[src/rtl/nbit_serial_subtractor.sv]
// Bit-serial N-bit subtractor: diff = a - b - bin, one bit per clock, LSB first.
// A single borrow flop carries between bit slices, so the datapath is one
// full-subtractor cell regardless of N. Valid/ready handshake on both sides.
module nbit_serial_subtractor #(
  parameter int N = 8
) (
  input  logic         clk,
  input  logic         rst_n,
  input  logic         in_valid,
  output logic         in_ready,
  input  logic [N-1:0] a,
  input  logic [N-1:0] b,
  input  logic         bin,
  output logic         out_valid,
  input  logic         out_ready,
  output logic [N-1:0] diff,
  output logic         bout,
  output logic         zero,
  output logic         ovf
);

  // Bit counter must index 0..N-1 and is never narrower than one bit.
  localparam int CW = (N > 1) ? $clog2(N) : 1;
  localparam logic [CW-1:0] LAST_BIT = CW'(N - 1);

  typedef enum logic [1:0] {
    IDLE = 2'd0,
    BUSY = 2'd1,
    DONE = 2'd2
  } state_t;

  state_t        state_q, state_d;
  logic [N-1:0]  a_q, b_q, diff_q;
  logic          br_q;
  logic [CW-1:0] cnt_q;
  logic          bout_q, zero_q, ovf_q;

  // Single full-subtractor slice working on the current LSBs.
  logic          a_bit, b_bit, d_bit, br_nxt, last_bit;
  logic [N-1:0]  diff_shift;

  // Bit-slice arithmetic and the diff value after this slice shifts in.
  always_comb begin
    a_bit      = a_q[0];
    b_bit      = b_q[0];
    d_bit      = a_bit ^ b_bit ^ br_q;
    br_nxt     = (~a_bit & b_bit) | (~(a_bit ^ b_bit) & br_q);
    last_bit   = (cnt_q == LAST_BIT);
    diff_shift = (diff_q >> 1) | (N'(d_bit) << (N - 1));
  end

  // State register.
  always_ff @(posedge clk) begin
    if (!rst_n) begin
      state_q <= IDLE;
    end else begin
      state_q <= state_d;
    end
  end

  // Next-state logic: accept in IDLE, run N bit edges, wait for consumer.
  always_comb begin
    state_d = state_q;
    case (state_q)
      IDLE:    if (in_valid) state_d = BUSY;
      BUSY:    if (last_bit) state_d = DONE;
      DONE:    if (out_ready) state_d = IDLE;
      default: state_d = IDLE;
    endcase
  end

  // Handshake outputs decode purely from the state register.
  always_comb begin
    in_ready  = (state_q == IDLE);
    out_valid = (state_q == DONE);
  end

  // Operand capture, serial shifting and result latching.
  always_ff @(posedge clk) begin
    if (!rst_n) begin
      a_q    <= '0;
      b_q    <= '0;
      diff_q <= '0;
      br_q   <= 1'b0;
      cnt_q  <= '0;
      bout_q <= 1'b0;
      zero_q <= 1'b0;
      ovf_q  <= 1'b0;
    end else begin
      case (state_q)
        IDLE: begin
          if (in_valid) begin
            a_q   <= a;
            b_q   <= b;
            br_q  <= bin;
            cnt_q <= '0;
          end
        end
        BUSY: begin
          a_q    <= a_q >> 1;
          b_q    <= b_q >> 1;
          br_q   <= br_nxt;
          diff_q <= diff_shift;
          if (last_bit) begin
            // br_q here is the borrow into the MSB slice.
            bout_q <= br_nxt;
            ovf_q  <= br_q ^ br_nxt;
            zero_q <= (diff_shift == '0);
          end else begin
            cnt_q <= cnt_q + CW'(1);
          end
        end
        default: begin
          // DONE: results held until the consumer takes them.
        end
      endcase
    end
  end

  assign diff = diff_q;
  assign bout = bout_q;
  assign zero = zero_q;
  assign ovf  = ovf_q;

endmodule
[config.mk]
export PLATFORM = sky130hd
export DESIGN_NAME = nbit_serial_subtractor
export DESIGN_NICKNAME = d
export VERILOG_FILES = /design/src/rtl/nbit_serial_subtractor.sv
export SDC_FILE = /design/constraint.sdc
export NUM_CORES = 1
export LEC_CHECK = 0
export CORE_ASPECT_RATIO = 1.1
export CORE_MARGIN = 3
export CORE_UTILIZATION = 50
export DETAILED_ROUTE_END_ITERATION = 6
export MAX_ROUTING_LAYER = met4
export PLACE_DENSITY = 0.78
export SETUP_SLACK_MARGIN = 0.05
export SYNTH_ARGS = -nofsm -noshare
export SYNTH_HDL_FRONTEND = slang
export SYNTH_SLANG_ARGS = --single-unit
[constraint.sdc]
create_clock -name clk -period 2.35 [get_ports clk]
set_clock_uncertainty 0.1 [all_clocks]
set_input_delay 0.705 -clock clk [delete_from_list [all_inputs] [get_ports clk]]
set_output_delay 0.705 -clock clk [all_outputs]
set_load 0.02 [all_outputs]
==> Yosys cells after proc, flatten, opt, wreduce, memory -nomap -nowiden <==
Index checks and enable logic that the tools add are counted.
{ "classes": {"add_sub_neg": 1, "eq_ne": 7, "mux": 13, "n_bitwise": 9, "n_reduce_logical": 7} }
{ "ops": {"columns": ["operator", "n"], "rows": [
  ["case mux 8 bit (2 select lines)", 2],
  ["two-way mux 8 bit", 2],
  ["logical NOT 8 bit", 1],
  ["bitwise OR 7 x 8 -> 8 bit", 1],
  ["two-way mux 2 bit", 3],
  ["two-way mux 3 bit", 2],
  ["!= test 2 bit, second input constant", 3],
  ["case mux 2 bit (3 select lines)", 1],
  ["case mux 3 bit (2 select lines)", 1],
  ["AND reduction 3 bit", 2],
  ["AND reduction 2 bit", 2],
  ["adder 3 x 1 -> 3 bit, second input constant", 1],
  ["equality test 3 bit, second input constant", 1],
  ["XOR 1 bit", 3],
  ["AND 1 bit", 2],
  ["equality test 2 x 1 -> 1 bit, second input constant", 1],
  ["equality test 2 bit, second input constant", 1],
  ["logical NOT 2 bit", 1],
  ["!= test 2 x 1 -> 1 bit, second input constant", 1],
  ["inverter 1 bit", 2],
  ["case mux 1 bit (2 select lines)", 1],
  ["nonzero test 2 bit", 1],
  ["two-way mux 1 bit", 1],
  ["bitwise OR 1 bit", 1]
]} }
{ "word_totals": {"reg_bits": 33, "in_bits": 21, "out_inout_bits": 13, "wordCells": 46} }

==> Longest topological paths before layout <==
Gate-level depths: netlist of the first run.
{ "depth": {"ltp_word": 5, "mapped_depth": 6, "depth_no_buf": 5} }

==> Worst setup path after synthesis of the first run <==
OpenSTA, ideal clock, no wires.
{ "synth_timing": {"kind": "reg2out", "from": "reg state_q[0]", "to": "out in_ready", "arrival_time_ns": 0.969, "required_time_ns": 1.545, "slack_ns": 0.576, "stages_incl_launch_ff": 5, "path_buffers": 3, "path_cell_list": "dfxtp_1 buf_6 buf_12 buf_12 nor2_1"} }
{ "synth_via": {"elab_chain_len": 1} }
{ "synth_lines": {"columns": ["item", "line", "source"], "rows": [
  ["start, declared", "32", "state_t state_q, state_d;"],
  ["start signal, assigned", "57", "state_q <= state_d;"],
  ["logical NOT 2 bit", "74", "in_ready = (state_q == IDLE);"],
  ["end, declared", "10", "output logic in_ready,"]
]} }
No other way between the ends.

==> Worst setup path after layout of the first run <==
{ "layout_timing": {"from": "reg diff_q[1] (netlist: diff[1])", "to": "out diff[1]"} }
{ "layout_lines": {"columns": ["item", "line", "source"], "rows": [
  ["start, declared", "33", "logic [N-1:0] a_q, b_q, diff_q;"],
  ["start signal, assigned", "103", "diff_q <= diff_shift;"],
  ["end, declared", "16", "output logic [N-1:0] diff,"]
]} }
No word-level cell between the ends.

==> out/metrics.cfg, run 1 <==
[outcome]
status=finished, final reports clean

[place]
gp_congestion=0.752
io_buffer_count=33
dpl_cell_area_sq_um=1930
dp_hpwl_microns=2260

[worst_setup_path]
crit_arrival_ns=1.37
timing.critical_path.buf_inv=1
cp_slowest_cell=clkdlybuf4s50_1
path_depth=1
end_kind=output pin
cp_max_fo=4
crit_path_start_kind=flop
worstSetupPathType=reg -> out
crit_required_ns=1.54
rr_worst_depth=4
cp_top_family=buffers and inverters
crit_path_cell_trace=clkdlybuf4s50_1
slowest_delay_ns=0.63

[clock_tree]
cts_buffers=5
ctsHoldBuffers=0
cts_buffer_depth=2
cts.repair.resized=2
root_buffer=clkbuf_4
cts_tree=done
clk-insertion-delay-late_ns=0.34
cts_sinks=33
cts_setup_buffers=0
htree_levels=2
clkTransAtPathRegs_ns=0.11

[min_path]
min_path_type=reg -> reg
hold_depth=2

[global_routing]
grt_use_met1_pct=19.4
grt_pass1_vias=1123
antenna_found_initial=0
busiest_layer=met2
grt_remaining_overflow=0
track_usage_pct=17.2
use_met3_pct=4.10
grt_pass1_wl_microns=4980
grt_max_degree=31
grt_util_met2_pct=28.4

[route]
wirelength_microns=3120
postRouteAntennaNets=0
avgRoutedWirePerCell_microns=13.6
dr.pass1.iters=4
num_vias=1235
dr.first_iter.drc_count=53
drc=0
vias_per_cell=5.39

[yosys]
syn_nets=186
synth_cells=162
netlist_area_sq_um=1630
synth_top_area_share_pct=40.5
synth_area_leader_cell=dfxtp_1
synth.avg_cell_area_sq_um=10.1
synth-seq-cells=33
synth.distinct_cells=29
synth_area_leaders=dfxtp_1 40%, a211oi_2 12%, mux2i_1 9.2%, nor2_2 5.8%, nand2_1 5.1%
synth-seq-area-share_pct=40.5
yosysWarningCount=0

[timing]
fin_crit_ns=2.18
finalMaxSlewViolations=0
finalHoldViolCount=0
tns_ns=0
worst_slew_pin_slew_ns=0.616
post-route-period-util_pct=92.8
finalSetupViolations=0
rsz0062_at_grt=no
slew_headroom_pct=58.9
max_freq_ghz=0.459

[pwr]
ir_drop_mv=0.584
power_density_nw_per_um2=671
p_leak_uw=0.000744

[die]
die_h_microns=65.9
start_util_pct=53.1
die_w_microns=60.5
io_pins=34
dieArea_sq_um=3990
rows=21
coreArea_sq_um=3070

[finish]
drive_above_1_share_pct=23.1
nets=218
n_antenna_cell=0
area_growth_pct=24.5
stdcell_area_sq_um=2030

[job]
drv_cap=0

==> final timing paths <==
path | endpoint | start | slack [ns]
max | diff[1] | diff[1] | 0.17
min | cnt_q[2] | cnt_q[2] | 0.37
max reg2reg | ovf | state_q[0] | 0.56
min reg2reg | cnt_q[2] | cnt_q[2] | 0.37
==> cell type report <==
cell class / instances / area [sq um]
repair buffers: 37 / 387
multi-input cells: 112 / 820
fillers: 265 / 1040
flip-flops and latches: 33 / 662
clock inverters: 3 / 65.1
well taps: 34 / 42.5
clock buffers: 5 / 37.5
inverters: 5 / 18.8
==> cell usage in the layout (no fill, tap or decap), types with 3 or more instances in the layout <==
master / synthesis / routed
nand2_1: 22 / 22
clkdlybuf4s50_1: 0 / 31
dfxtp_1: 33 / 32
a21oi_1: 14 / 14
a211oi_2: 15 / 15
inv_1: 5 / 5
nor2_2: 15 / 15
nand2b_1: 4 / 4
o21ai_0: 5 / 5
clkbuf_4: 0 / 5
nor2_1: 3 / 3
mux2i_1: 15 / 15
==> cells in the mapped netlist <==
master and instances:
buf_12 4, a21oi_1 14, nand3_1 2, and2_1 1, mux2i_1 15, nand4bb_1 2
nand2b_1 4, buf_6 2, nor4_1 1, nand4b_1 1, o21ba_4 1, o21ai_0 5
clkbuf_1 2, nor3_1 2, buf_4 1, ha_1 2, buf_2 3, inv_1 5
fa_1 1, o31ai_1 1, dfxtp_1 33, nor2b_1 2, xnor2_1 1, a211oi_2 15
and4bb_2 1, nand2_1 22, nor2_2 15, nor2_1 3, nand3b_1 1
==> cell families after synthesis <==
logic type,synth area share [%]
buffers and inverters,9.28
DFF,40.5
adders and majority gates,2.76
xor gates and xnor gates,0.537
muxes,9.20
and+or+nand+nor,18.9
AOI/OAI and AO/OA,18.8
==> sequential cells by signal (all words and copies together), names as in the netlist <==
name,cells
a_q,8
b_q,8
bout,1
br_q,1
cnt_q,3
diff,8
ovf,1
state_q,2
zero,1
==> layer usage <==
layer	vias to the layer above	wire, microns
li1	625	-
met1	575	1350
met2	28	1550
met3	7	171
met4	0	54
met5	-	0
==> per-stage QoR <==
step | power (uW) | hold slack [ns] | worst slack, ns | cells | util (%)
after floorplan | 801 | 0.340 | 0.576 | 162 | -
after global placement | 843 | 0.341 | 0.300 | 221 | 62.7
after detailed placement | 852 | 0.363 | 0.260 | 221 | 62.7
after CTS | 1380 | 0.377 | 0.0567 | 229 | 66.0
after global routing | 1420 | 0.394 | 0.0993 | 229 | 66.1
final | 1360 | 0.373 | 0.170 | 229 | 66.1
==> where the power goes <==
group | leakage [uW] | internal, uW | switching, uW
combinational | 0.000418 | 113 | 109
clock | 0.0000552 | 329 | 197
sequential | 0.000271 | 592 | 23.6
total | 0.000744 | 1030 | 330
Note: power is estimated with default switching activity, not from simulation.
==> run 2: changes to the inputs <==
--- a/config.mk
+++ b/config.mk
@@ -9,8 +9,9 @@
 export CORE_MARGIN = 3
 export CORE_UTILIZATION = 50
 export DETAILED_ROUTE_END_ITERATION = 6
+export DONT_BUFFER_PORTS = 1
 export MAX_ROUTING_LAYER = met4
-export PLACE_DENSITY = 0.78
+export REMOVE_ABC_BUFFERS = 1
 export SETUP_SLACK_MARGIN = 0.05
 export SYNTH_ARGS = -nofsm -noshare
 export SYNTH_HDL_FRONTEND = slang
==> out/metrics.cfg, run 2 (same netlist as run 1, synthesis figures left out) <==
[finish]
final_common_cell=dfxtp_1
drive_above_1_share_pct=26.1  ; +3.0 points
n_antenna_cell=0  ; unchanged
final_cell_mix=33 x dfxtp_1, 22 x nand2_1, 15 x mux2i_1, 15 x nor2_2, 15 x a211oi_2
area_growth_pct=-0.307
nets=185  ; -15%

[clock_tree]
clk-insertion-delay-late_ns=0.33  ; about the same
cts_buffer_depth=2  ; unchanged
cts_buffers=5  ; unchanged
htree_levels=2  ; unchanged
cts_tree=done
cts.repair.resized=0  ; -2
clkTransAtPathRegs_ns=0.10  ; about the same
root_buffer=clkbuf_4
cts_setup_buffers=0  ; unchanged
ctsHoldBuffers=0  ; unchanged
cts_sinks=33  ; unchanged

[global_routing]
antenna_found_initial=0  ; unchanged
grt_pass1_wl_microns=4780  ; -4.0%
grt_remaining_overflow=0  ; unchanged
track_usage_pct=16.5  ; -0.71 points
grt_pass1_vias=1098  ; -2.2%
grt_max_degree=31  ; unchanged

[worst_setup_path]
crit_required_ns=1.54  ; about the same
cp_top_family=flip-flops
cp_max_fo=12  ; +8
crit_path_start_kind=flop
cp_slowest_cell=dfxtp_1
worstSetupPathType=reg -> out
timing.critical_path.buf_inv=0  ; -1
slowest_delay_ns=0.53  ; -0.10 ns
end_kind=output pin
crit_path_cell_trace=nor2b_1
crit_arrival_ns=1.32  ; -0.05 ns

[die]
start_util_pct=53.1  ; unchanged
die_h_microns=65.9  ; unchanged
rows=21  ; unchanged
coreArea_sq_um=3070  ; unchanged
die_w_microns=60.5  ; unchanged
io_pins=34  ; unchanged
dieArea_sq_um=3990  ; unchanged

[timing]
post-route-period-util_pct=90.4  ; -2.3 points
finalHoldViolCount=0  ; unchanged
worst_slew_pin_slew_ns=0.663  ; +0.0479 ns
max_freq_ghz=0.471  ; +2.6%
tns_ns=0  ; unchanged
finalMaxSlewViolations=0  ; unchanged
rsz0062_at_grt=no
finalSetupViolations=0  ; unchanged
slew_headroom_pct=55.7  ; -3.2 points
fin_crit_ns=2.13  ; -0.0549 ns

[place]
dp_hpwl_microns=1950  ; -14%
gp_congestion=0.762  ; +1.4%
io_buffer_count=0  ; -100%

[pwr]
power_density_nw_per_um2=684  ; +1.9%
switchingPower_uw=306  ; -7.2%
p_seq_share_pct=55.9  ; +11 points
netSwitchingFraction_pct=27.5  ; +3.3 points
fin_total_pwr_uw=1110  ; -18%
cellInternalPower_uw=807  ; -22%
p_leak_uw=0.000577  ; -23%
combPwrFrac_pct=14.7  ; -1.6 points
power_frac_clock_pct=29.4  ; -9.2 points
ir_drop_mv=0.495  ; -15%

[min_path]
min_path_type=reg -> reg

[route]
postRouteAntennaNets=0  ; unchanged
wirelength_microns=2830  ; -9.5%
avgRoutedWirePerCell_microns=14.5  ; +6.3%
num_vias=1075  ; -13%
drc=0  ; unchanged
dr.pass1.iters=4  ; unchanged
dr.first_iter.drc_count=36  ; -32%
vias_per_cell=5.51  ; +2.2%

[job]
drv_cap=0  ; unchanged

[outcome]
status=finished, final reports clean

[run 2: cell types whose count changed in the layout (fill, tap and decap cells not counted), sizes merged]
cell and delta:
clkdlybuf4s50 -31, bufinv -2, clkbuf +2, clkinv -1, dlygate4sd2 -1, dlymetal6s2s -1
[run 2: final timing paths]
path | to | depth (start not counted) | slack [ns] | start
min | b_q[7] | 2 | 0.39 | b_q[7]
max reg2reg | bout | 3 | 0.64 | state_q[0]
min reg2reg | b_q[7] | 2 | 0.39 | b_q[7]
max | out_valid | 1 | 0.22 | state_q[1]
[run 2: per-layer routing]
metal | vias up | track usage, % | wire, microns
li1 | 556 | - | -
met1 | 488 | 18.8 | 1290
met2 | 24 | 25.4 | 1290
met3 | 7 | 7.03 | 177
met4 | 0 | 6.50 | 64
met5 | - | - | 0
[run 2: area by class of cell]
cell class / count / area [sq um]
repair buffers: 4 / 30.0
flip-flops and latches: 33 / 661
inverters: 5 / 18.8
clock buffers: 7 / 55.1
well taps: 34 / 42.5
multi-input cells: 112 / 820
fillers: 298 / 1450
[run 2: stage by stage]
| stage | cell area (sq um) | setup WS [ns] | cells | utilization [%] | hold WS, ns |
|---|---|---|---|---|---|
| after floorplan | 1500 | 0.350 | 150 | - | 0.340 |
| after global placement | 1570 | 0.643 | 188 | 51.1 | 0.348 |
| after detailed placement | 1570 | 0.600 | 188 | 51.1 | 0.372 |
| after CTS | 1630 | 0.232 | 195 | 52.9 | 0.389 |
| after global routing | 1630 | 0.149 | 195 | 52.9 | 0.386 |
| final | 1630 | 0.225 | 195 | 52.9 | 0.387 |
[run 2: power by group through the flow]
stage	clock network (uW)	logic (uW)	registers (uW)
finish	327	164	622
global route	364	186	627
CTS	337	167	622
detailed placement	0	166	635
global placement	0	163	633
floorplan	0	132	636
